==> src/rtl/synth_pkg.sv <==
// Shared definitions for the tone synthesiser: default parameters, the
// envelope ceiling, the saturating adder used by the mixer, and the
// CLOCK_50 half-periods of the C..B note keys.
package synth_pkg;

  localparam int NUM_VOICES_DEF = 7;
  localparam int CNT_W_DEF      = 32;
  localparam int SAMPLE_W_DEF   = 32;
  localparam int ENV_W_DEF      = 8;
  localparam int AMP_SHIFT_DEF  = 19;
  localparam int ENV_STEP_DEF   = 1;
  localparam int ENV_DIV_DEF    = 1000;

  localparam int ENV_MAX = (1 << ENV_W_DEF) - 1;

  // Width of the scratch arithmetic inside sat_add; wide enough for any
  // realistic SAMPLE_W plus the growth from summing every voice.
  localparam int SAT_W = 64;

  typedef enum logic [2:0] {
    NOTE_C, NOTE_D, NOTE_E, NOTE_F, NOTE_G, NOTE_A, NOTE_B
  } note_e;

  // Half-periods in CLOCK_50 cycles for each key of the board.
  localparam logic [31:0] HP_C = 32'd96000;
  localparam logic [31:0] HP_D = 32'd86000;
  localparam logic [31:0] HP_E = 32'd76000;
  localparam logic [31:0] HP_F = 32'd71500;
  localparam logic [31:0] HP_G = 32'd64000;
  localparam logic [31:0] HP_A = 32'd57000;
  localparam logic [31:0] HP_B = 32'd51000;

  // Envelope ceiling for an arbitrary envelope width.
  function automatic int env_max(input int w);
    return (1 << w) - 1;
  endfunction

  // Half-period lookup for a note key.
  function automatic logic [31:0] note_half_period(input note_e n);
    case (n)
      NOTE_C:  return HP_C;
      NOTE_D:  return HP_D;
      NOTE_E:  return HP_E;
      NOTE_F:  return HP_F;
      NOTE_G:  return HP_G;
      NOTE_A:  return HP_A;
      default: return HP_B;
    endcase
  endfunction

  // Exact signed sum of a and b, clamped into the range of a w-bit signed
  // value. Callers pass operands already sign-extended to SAT_W.
  function automatic logic signed [SAT_W-1:0] sat_add(
    input logic signed [SAT_W-1:0] a,
    input logic signed [SAT_W-1:0] b,
    input int unsigned             w
  );
    logic signed [SAT_W-1:0] sum;
    logic signed [SAT_W-1:0] hi;
    logic signed [SAT_W-1:0] lo;
    sum = a + b;
    hi  = (64'sd1 <<< (w - 1)) - 64'sd1;
    lo  = -(64'sd1 <<< (w - 1));
    if (sum > hi)      return hi;
    else if (sum < lo) return lo;
    else               return sum;
  endfunction

endpackage

==> src/rtl/tone_voice.sv <==
// One square-wave voice: half-period phase counter, output polarity and a
// linear attack/release envelope. Produces its signed contribution to the
// mix and a flag that is set while the envelope is non-zero.
module tone_voice
  import synth_pkg::*;
#(
  parameter int CNT_W     = CNT_W_DEF,
  parameter int SAMPLE_W  = SAMPLE_W_DEF,
  parameter int ENV_W     = ENV_W_DEF,
  parameter int AMP_SHIFT = AMP_SHIFT_DEF,
  parameter int ENV_STEP  = ENV_STEP_DEF
) (
  input  logic                       clock,
  input  logic                       resetn,
  input  logic                       key_on,
  input  logic                       tick,
  input  logic [CNT_W-1:0]           half_period,
  output logic signed [SAMPLE_W-1:0] contrib,
  output logic                       active
);

  localparam logic [ENV_W:0] ENV_MAX_X = (ENV_W+1)'(env_max(ENV_W));
  localparam logic [ENV_W:0] STEP_X    = (ENV_W+1)'(ENV_STEP);

  logic [CNT_W-1:0]    cnt;
  logic                pol_neg;
  logic [ENV_W-1:0]    env;
  logic [ENV_W-1:0]    env_next;
  logic [ENV_W:0]      env_up;
  logic [SAMPLE_W-1:0] mag;
  logic                hp_zero;
  logic                running;
  logic                wrap;

  assign hp_zero = (half_period == '0);
  assign running = key_on || (env != '0);
  assign wrap    = (cnt >= half_period - CNT_W'(1));

  // Saturating envelope step, applied only on an envelope tick.
  always_comb begin
    // NOTE: every always_comb output gets a default first so no path can
    // leave it unassigned and infer a latch.
    env_next = env;
    env_up   = {1'b0, env} + STEP_X;
    if (tick) begin
      if (key_on)
        env_next = (env_up > ENV_MAX_X) ? ENV_MAX_X[ENV_W-1:0] : env_up[ENV_W-1:0];
      else
        env_next = ({1'b0, env} < STEP_X) ? '0 : env - STEP_X[ENV_W-1:0];
    end
  end

  // Phase counter, polarity and envelope registers.
  always_ff @(posedge clock or negedge resetn) begin
    // NOTE: non-blocking assignments so every register samples the values
    // from before this edge, independent of statement order.
    if (!resetn) begin
      cnt     <= '0;
      pol_neg <= 1'b0;
      env     <= '0;
      active  <= 1'b0;
    end else begin
      env    <= env_next;
      active <= (env_next != '0);
      if (hp_zero || !running) begin
        // Silent or idle: park at phase zero so the next note starts aligned.
        cnt     <= '0;
        pol_neg <= 1'b0;
      end else if (wrap) begin
        // >= rather than == so a half-period shortened mid-note wraps at once.
        cnt     <= '0;
        pol_neg <= ~pol_neg;
      end else begin
        cnt <= cnt + CNT_W'(1);
      end
    end
  end

  // Signed contribution: envelope magnitude with the current polarity.
  always_comb begin
    mag     = SAMPLE_W'(env) << AMP_SHIFT;
    contrib = '0;
    if (!hp_zero)
      contrib = pol_neg ? -$signed(mag) : $signed(mag);
  end

endmodule

==> src/rtl/tone_synth.sv <==
// N-voice square-wave synthesiser. Holds the free-running envelope tick
// divider, the saturating mixer and the registered stereo sample with its
// write strobe towards Audio_Controller.
module tone_synth
  import synth_pkg::*;
#(
  parameter int NUM_VOICES = NUM_VOICES_DEF,
  parameter int CNT_W      = CNT_W_DEF,
  parameter int SAMPLE_W   = SAMPLE_W_DEF,
  parameter int ENV_W      = ENV_W_DEF,
  parameter int AMP_SHIFT  = AMP_SHIFT_DEF,
  parameter int ENV_STEP   = ENV_STEP_DEF,
  parameter int ENV_DIV    = ENV_DIV_DEF
) (
  input  logic                        clock,
  input  logic                        resetn,
  input  logic [NUM_VOICES-1:0]       key_on,
  input  logic [NUM_VOICES*CNT_W-1:0] half_period,
  input  logic                        mute,
  input  logic                        audio_out_allowed,
  output logic [SAMPLE_W-1:0]         left_channel_audio_out,
  output logic [SAMPLE_W-1:0]         right_channel_audio_out,
  output logic                        write_audio_out,
  output logic [NUM_VOICES-1:0]       voice_active
);

  localparam int TICK_W = (ENV_DIV > 1) ? $clog2(ENV_DIV) : 1;
  localparam int MIX_W  = SAMPLE_W + ((NUM_VOICES > 1) ? $clog2(NUM_VOICES) : 0);

  logic [TICK_W-1:0]          tick_cnt;
  logic                       tick;
  logic signed [SAMPLE_W-1:0] contrib [NUM_VOICES];
  logic signed [MIX_W-1:0]    acc;
  logic signed [SAMPLE_W-1:0] mix;

  assign tick = (tick_cnt == TICK_W'(ENV_DIV - 1));

  // Free-running envelope divider; key activity does not affect it.
  always_ff @(posedge clock or negedge resetn) begin
    if (!resetn)   tick_cnt <= '0;
    else if (tick) tick_cnt <= '0;
    else           tick_cnt <= tick_cnt + TICK_W'(1);
  end

  for (genvar g = 0; g < NUM_VOICES; g++) begin : g_voice
    tone_voice #(
      .CNT_W     (CNT_W),
      .SAMPLE_W  (SAMPLE_W),
      .ENV_W     (ENV_W),
      .AMP_SHIFT (AMP_SHIFT),
      .ENV_STEP  (ENV_STEP)
    ) u_voice (
      .clock       (clock),
      .resetn      (resetn),
      .key_on      (key_on[g]),
      .tick        (tick),
      .half_period (half_period[g*CNT_W +: CNT_W]),
      .contrib     (contrib[g]),
      .active      (voice_active[g])
    );
  end

  // Exact sum of all but the last voice, then one saturating add folds in
  // the last voice and clamps to the sample range.
  always_comb begin
    acc = '0;
    for (int i = 0; i < NUM_VOICES - 1; i++)
      acc = acc + MIX_W'(contrib[i]);
    mix = SAMPLE_W'(sat_add(SAT_W'(acc), SAT_W'(contrib[NUM_VOICES-1]), SAMPLE_W));
    if (mute) mix = '0;
  end

  // Output register: same sample on both channels, strobe follows the FIFO flag.
  always_ff @(posedge clock or negedge resetn) begin
    if (!resetn) begin
      left_channel_audio_out  <= '0;
      right_channel_audio_out <= '0;
      write_audio_out         <= 1'b0;
    end else begin
      left_channel_audio_out  <= mix;
      right_channel_audio_out <= mix;
      write_audio_out         <= audio_out_allowed;
    end
  end

endmodule

==> config.mk <==
export PLATFORM = sky130hd
export DESIGN_NAME = tone_synth
export DESIGN_NICKNAME = d
export VERILOG_FILES = /design/src/rtl/synth_pkg.sv /design/src/rtl/tone_voice.sv /design/src/rtl/tone_synth.sv
export SDC_FILE = /design/constraint.sdc
export NUM_CORES = 1
export LEC_CHECK = 0
export CAP_MARGIN = 20
export CORE_MARGIN = 3
export CORE_UTILIZATION = 45
export CTS_BUF_LIST = sky130_fd_sc_hd__clkbuf_8
export DETAILED_ROUTE_END_ITERATION = 12
export SETUP_SLACK_MARGIN = 0.5
export SYNTH_ARGS = -nofsm -noshare
export SYNTH_HDL_FRONTEND = slang
export SYNTH_HIERARCHICAL = 1
export SYNTH_SLANG_ARGS = --single-unit
==> constraint.sdc <==
create_clock -name clock -period 7.1 [get_ports clock]
set_clock_uncertainty 0.2 [all_clocks]
set_input_delay 1.42 -clock clock [delete_from_list [all_inputs] [get_ports clock]]
set_output_delay 1.42 -clock clock [all_outputs]
set_load 0.02 [all_outputs]
==> results.cfg, run 1 <==
[outcome]
status = finished, violations left
violations = negative setup slack

[logic_synthesis]
synthCells = 4293
synth_edf_count = 0
yosysMostFrequentCell = nor2_1
synth_top_area_cell = dfrtp_1
yosys_warnings = 6
ys_ff_latch = 337
synth_area_leaders = dfrtp_1 (23%), ha_1 (10%), fa_1 (9.0%), xor2_1 (6.4%), xnor2_1 (5.8%)
synth.avg_cell_area_sq_um = 8.40
yosys-top-cells-count = nor2_1 (483), inv_1 (475), dfrtp_1 (337)
synth_area_sq_um = 36100
synth_top_area_frac = 0.234
synth-async-reset-ratio = 1.00
seq_area_frac_synth = 0.234
ys_types = 112
synth-main-ff-cell = dfrtp_1

[sta]
final_max_slew_viol_count = 0
fmax_ghz = 0.137
rsz0062_at_grt = yes
post-route-period-util = 1.03
fin_crit_ns = 7.32
worst_slew_pin_slew_ns = 1.01
setup_viol = 30
slew_headroom = 0.325
layout_setup_ws_ns = -0.215
hold_viol_final = 0

[setup_path]
crit_arrival_ns = 7.59
critical_path.startpoint_type = primary input
end_kind = register
worstPathMaxFanout = 7
critPathKind = in -> reg
crit_required_ns = 7.38

[worst_hold_path]
hp-class = reg -> reg

[power]
ir_drop_v = 0.00179
clkPwrFrac = 0.086
p_seq_frac = 0.101
p_total_uw = 25000
powerDensity_nw_per_um2 = 553
swShare = 0.438
leakage_uw = 0.0204
comb_power_share = 0.813
p_int_uw = 14000
net-switching-power_uw = 10900

[floorplanning]
core_sq_um = 79300
start_util = 0.455
die_w_um = 289
rows = 103
fp.dieH_um = 289
io_pins = 307
die-area_sq_um = 83600

[layout]
area_growth_pct = 25.2
finalNonFillerCells = 6038
fin_nets = 5632
drive_gt1_frac = 0.165

[clocking]
root_buffer = clkbuf_8
cts_tree = built
cts_buffers = 68
clkLatencyLatePin_ns = 0.66
cts.htree.levels = 3
clock_path_buffers = 3
clock-sinks = 337
clkSlewWorstSetupHoldPaths_ns = 0.05

[detailed_routing]
wirelength_mm = 89.1
drt_pre_antenna_iters = 5
vias_per_cell = 5.12
vias = 30900
drtIter0Drc = 1637
ant_nets = 0
drc = 0
wl_per_cell_um = 14.8

[grt]
globalRoute.totalOverflow = 0
grt_pass1_wl_mm = 148
grt_max_degree = 150
grt_use_total = 0.212
antenna_found_initial = 4
grt_pass1_vias = 30500

[place]
port_buffers = 306
dp.cells = 5848
hpwl_mm = 69.3
place_congestion = 0.895

[job]
cap_violations = 0
-- cell type report --
type                    instances  area [sq um]
diodes                          3          7.51
repair buffers                742          6730
clock buffers                  85          1170
well taps                    1050          1310
multi-input cells            3308         25400
clock inverters                37           300
fillers                      7273         34100
inverters                     476          1790
flip-flops and latches        337          8430
-- through the flow --
stage	setup TNS, ns	worst slack, ns	instance area [sq um]	hold WS, ns	utilization
2_1_floorplan	-12.71	-0.424	36700	0.233	-
3_3_place_gp	-33.44	-1.09	42000	0.252	0.530
3_5_place_dp	-36.33	-1.18	42000	0.250	0.530
4_1_cts	-0.949	-0.0676	44300	0.257	0.559
5_1_grt	-9.51	-0.346	45200	0.269	0.570
6_report	-5.27	-0.215	45200	0.254	0.570
-- registers in the layout, indices dropped and copies added, names as in the netlist --
register and flops:
g_voice.u_voice/pol_neg 7, g_voice.u_voice/active 7, g_voice.u_voice/cnt 224, tick_cnt 10, right_channel_audio_out 32, g_voice.u_voice/env 56
write_audio_out 1
-- layout by cell type, fill, tap and decap left out, types with 14 or more instances in the layout --
cell             count
inv_1              466
nor2_1             450
buf_4              380
dfrtp_1            337
nand2_1            290
ha_1               285
xor2_1             264
clkdlybuf4s50_1    262
xnor2_1            235
nor3_1             162
fa_1               160
a21oi_1            155
nand3_1            153
conb_1             133
nand4_1            106
o21ai_0             92
clkbuf_8            85
and3_1              62
a21o_1              43
buf_6               42
nor4_1              41
nor2b_1             37
or3_1               37
inv_2               27
and4_1              25
nor2_4              23
o31ai_2             22
nand2b_1            22
a211oi_1            19
and2_1              17
o211ai_1            16
dlygate4sd2_1       16
o31ai_1             15
or4_1               15
a31oi_1             14
mux2i_1             14
or4_4               14
dlymetal6s2s_1      14
-- path summary, 6_finish.rpt --
path,from,to,slack (ns),cells after the start
min,tick_cnt[0],tick_cnt[0],0.25,1
max in group asynchronous,resetn,g_voice[0].u_voice/cnt[3],4.81,2
max,half_period[71],right_channel_audio_out[18],-0.22,27
min in group asynchronous,resetn,g_voice[2].u_voice/cnt[3],0.51,1
min reg2reg,tick_cnt[0],tick_cnt[0],0.25,1
max reg2reg,g_voice[2].u_voice/env[0],right_channel_audio_out[18],0.38,26
-- layer usage --
metal	global-route usage	wire length, um	vias to the layer above
li1	-	-	15600
met1	0.285	40700	14700
met2	0.359	43100	479
met3	0.0311	3220	129
met4	0.0508	2110	2
met5	0	13	-
-- power by group through the flow --
| stage | registers, uW | logic (uW) | clock network, uW |
|---|---|---|---|
| floorplan | 2560 | 11000 | 0 |
| CTS | 2510 | 18400 | 2250 |
| global placement | 2540 | 15300 | 0 |
| detailed placement | 2540 | 15500 | 0 |
| global route | 2540 | 21900 | 2340 |
| finish | 2510 | 20300 | 2160 |
-- timing repair --
item	CTS	global route
hold buffers	0	0
resized for setup	156	162
cloned	3	4
setup endpoints to repair	32	65
pin swaps	76	111
setup buffers	42	15
-- worst max-delay path, stage by stage --
cell and delay, ns:
buf_6 0.09, or3_4 0.40, nor4_4 0.29, buf_4 0.15, nand4_1 0.21, nor3_4 0.30, buf_12 0.16, nand2b_4 0.17
a31oi_4 0.04, fa_1 0.56, inv_1 0.05, fa_1 0.50, fa_1 0.45, fa_1 0.51, inv_2 0.05, ha_4 0.21
a21o_1 0.15, a21o_1 0.19, a221oi_2 0.20, o21ai_1 0.11, a31oi_2 0.22, xnor2_1 0.13, or2_4 0.26, o311ai_4 0.35
buf_6 0.18, buf_12 0.14, o31ai_2 0.06
-- kinds of logic after synthesis --
group / synth area share
AND/OR/NAND/NOR: 0.226
buffers and inverters: 0.103
AO/OA/AOI/OAI: 0.112
XOR/XNOR: 0.124
adder cells (fa/ha/maj): 0.195
flip-flops: 0.234
multiplexers: 0.00638
other: 0.000728
(Power assumes the default switching activity.)
==> run 2, diff against run 1 <==
--- a/config.mk
+++ b/config.mk
@@ -5,11 +5,12 @@
 export SDC_FILE = /design/constraint.sdc
 export NUM_CORES = 1
 export LEC_CHECK = 0
-export CAP_MARGIN = 20
+export CAP_MARGIN = 10
 export CORE_MARGIN = 3
 export CORE_UTILIZATION = 45
 export CTS_BUF_LIST = sky130_fd_sc_hd__clkbuf_8
 export DETAILED_ROUTE_END_ITERATION = 12
+export PLACE_DENSITY_LB_ADDON = 0.25
 export SETUP_SLACK_MARGIN = 0.5
 export SYNTH_ARGS = -nofsm -noshare
 export SYNTH_HDL_FRONTEND = slang
==> run 2 against run 1 <==
Compared with the run above: the flow now finishes without violations; via count grew 1.3%; total power shrank 0.33%; clock power shrank 9.3%; non-clock buffer count grew 29; cell area grew 0.15%; critical path depth is the same; flip-flop and latch count is the same; first-iteration DRC count grew 1.2%; setup slack gained 0.27 ns; largest cell class unchanged; largest power group unchanged.
==> results.cfg, run 2 (same netlist as run 1, synthesis figures left out) <==
[clocking]
clock_path_buffers = 3
cts_buffers = 68
root_buffer = clkbuf_8
clkSlewWorstSetupHoldPaths_ns = 0.06
cts.htree.levels = 3
clock-sinks = 337
clkLatencyLatePin_ns = 0.64
cts_tree = built

[sta]
final_max_slew_viol_count = 0
post-route-period-util = 0.993
layout_setup_ws_ns = 0.0522
fmax_ghz = 0.142
hold_viol_final = 0
slew_headroom = 0.243
rsz0062_at_grt = yes
fin_crit_ns = 7.05
worst_slew_pin_slew_ns = 1.13
setup_viol = 0

[layout]
drive_gt1_frac = 0.177
design_area_sq_um = 45200
final_common_cell = nor2_1
largest_reg_flops = 224
area_growth_pct = 25.4
utilization = 0.571
fin_nets = 5659
fillCellCount = 7284
regMostFlops = g_voice.u_voice/cnt
largestRegisters = g_voice.u_voice/cnt: 224 flops, g_voice.u_voice/env: 56 flops, right_channel_audio_out: 32 flops
finalNonFillerCells = 6061
final_cell_mix = nor2_1 (459), inv_1 (456), buf_4 (413)

[floorplanning]
core_sq_um = 79300
io_pins = 307
die-area_sq_um = 83600
start_util = 0.455
fp.dieH_um = 289
rows = 103
die_w_um = 289

[setup_path]
critPathKind = in -> reg
end_kind = register
worstPathMaxFanout = 7
r2r-start = g_voice[6].u_voice/env[1]
cp-startpoint = half_period[71]
crit_required_ns = 7.35
r2r_slack_ns = 0.40
crit_arrival_ns = 7.30
critical_path.startpoint_type = primary input

[detailed_routing]
wl_per_cell_um = 14.8
drc = 0
vias = 31300
ant_nets = 0
drt_pre_antenna_iters = 5
wirelength_mm = 89.9
vias_per_cell = 5.16
drtIter0Drc = 1657

[outcome]
status = completed

[grt]
grt_use_total = 0.212
grt_pass1_vias = 31100
use_met1 = 0.280
use_met3 = 0.0258
antenna_found_initial = 4
grt_max_degree = 156
grt_pass1_wl_mm = 150
globalRoute.totalOverflow = 0
use_met2 = 0.369
top_usage_layer = met2

[place]
dp_slack_ns = -1.21
hpwl_mm = 68.6
port_buffers = 306
dpl-instance-area_sq_um = 41900
place_congestion = 0.902
dp.cells = 5835

[worst_hold_path]
holdCritStartpoint = tick_cnt[0]
hp-class = reg -> reg

[power]
leakage_uw = 0.0209
powerDensity_nw_per_um2 = 550
ir_drop_v = 0.00179
p_total_uw = 24900

[job]
cap_violations = 0
## run 2: changes by cell type in the layout (fill, tap and decap cells not counted), sizes merged
cell           change
o31ai              -2
clkbuf            +10
dlygate4sd2       +27
inv                +6
clkdlybuf4s15      +8
clkinvlp           -1
buf               +30
dlymetal6s2s      +29
diode              -1
clkdlybuf4s50     -78
clkinv             -1
bufinv             -4
## run 2: where the power goes
group / leakage [uW] / switching (uW) / internal [uW]
registers: 0.00445 / 217 / 2300
clock network: 0.000763 / 911 / 1050
logic: 0.0156 / 10100 / 10300
## run 2: path summary, 6_finish.rpt
path / endpoint / cells after the start
setup / recovery: right_channel_audio_out[18] / 27
hold / removal: tick_cnt[0] / 1
setup reg to reg: right_channel_audio_out[18] / 27
hold reg to reg: tick_cnt[0] / 1
max in group asynchronous: g_voice[3].u_voice/cnt[4] / 2
min in group asynchronous: g_voice[2].u_voice/cnt[4] / 1
## run 2: layer usage
layer  wire length (um)  vias to the layer above
li1                   -                    15700
met1              40300                    14900
met3               3590                      125
met5                 34                        -
met4               1800                        4
met2              44100                      591
## run 2: cell type report
class	instances	area (sq um)	area share
antenna	2	5.00	0.000111
clock buffer	82	1130	0.0249
clock inverter	37	193	0.00426
inverter	476	1790	0.0395
multi-input combinational	3306	25500	0.563
sequential	337	8430	0.186
tap	1050	1310	0.0290
timing repair buffer	771	6890	0.152
## run 2: stage by stage
| stage | TNS, ns | hold slack (ns) |
|---|---|---|
| after detailed placement | -37.13 | 0.263 |
| after global routing | -0.898 | 0.307 |
| final | 0 | 0.269 |
| after global placement | -36.78 | 0.256 |
| after CTS | 0 | 0.271 |
| after floorplan | -12.71 | 0.233 |
## run 2: what timing repair did
action | in CTS | in global routing
endpoints found under the setup margin | 32 | 98
setup buffers | 73 | 23
cloned | 3 | 6
gates resized for setup | 263 | 193
pin swaps | 103 | 90
hold buffers | 0 | 0
## run 2: critical path, stage by stage
cell and delay (ns):
buf_6 0.09, or3_4 0.40, nor4_4 0.28, nand4_1 0.24, nor3_4 0.21, buf_12 0.15, nand2b_4 0.16, a31oi_4 0.05
fa_1 0.56, inv_2 0.04, fa_1 0.56, fa_1 0.43, fa_1 0.50, inv_2 0.05, ha_4 0.26, buf_4 0.10
o21ai_1 0.05, o21bai_1 0.24, a21oi_1 0.10, nor2_1 0.18, o32ai_4 0.13, xnor2_2 0.14, or2_4 0.27, o311ai_4 0.26
buf_6 0.19, buf_12 0.14, o31ai_4 0.07
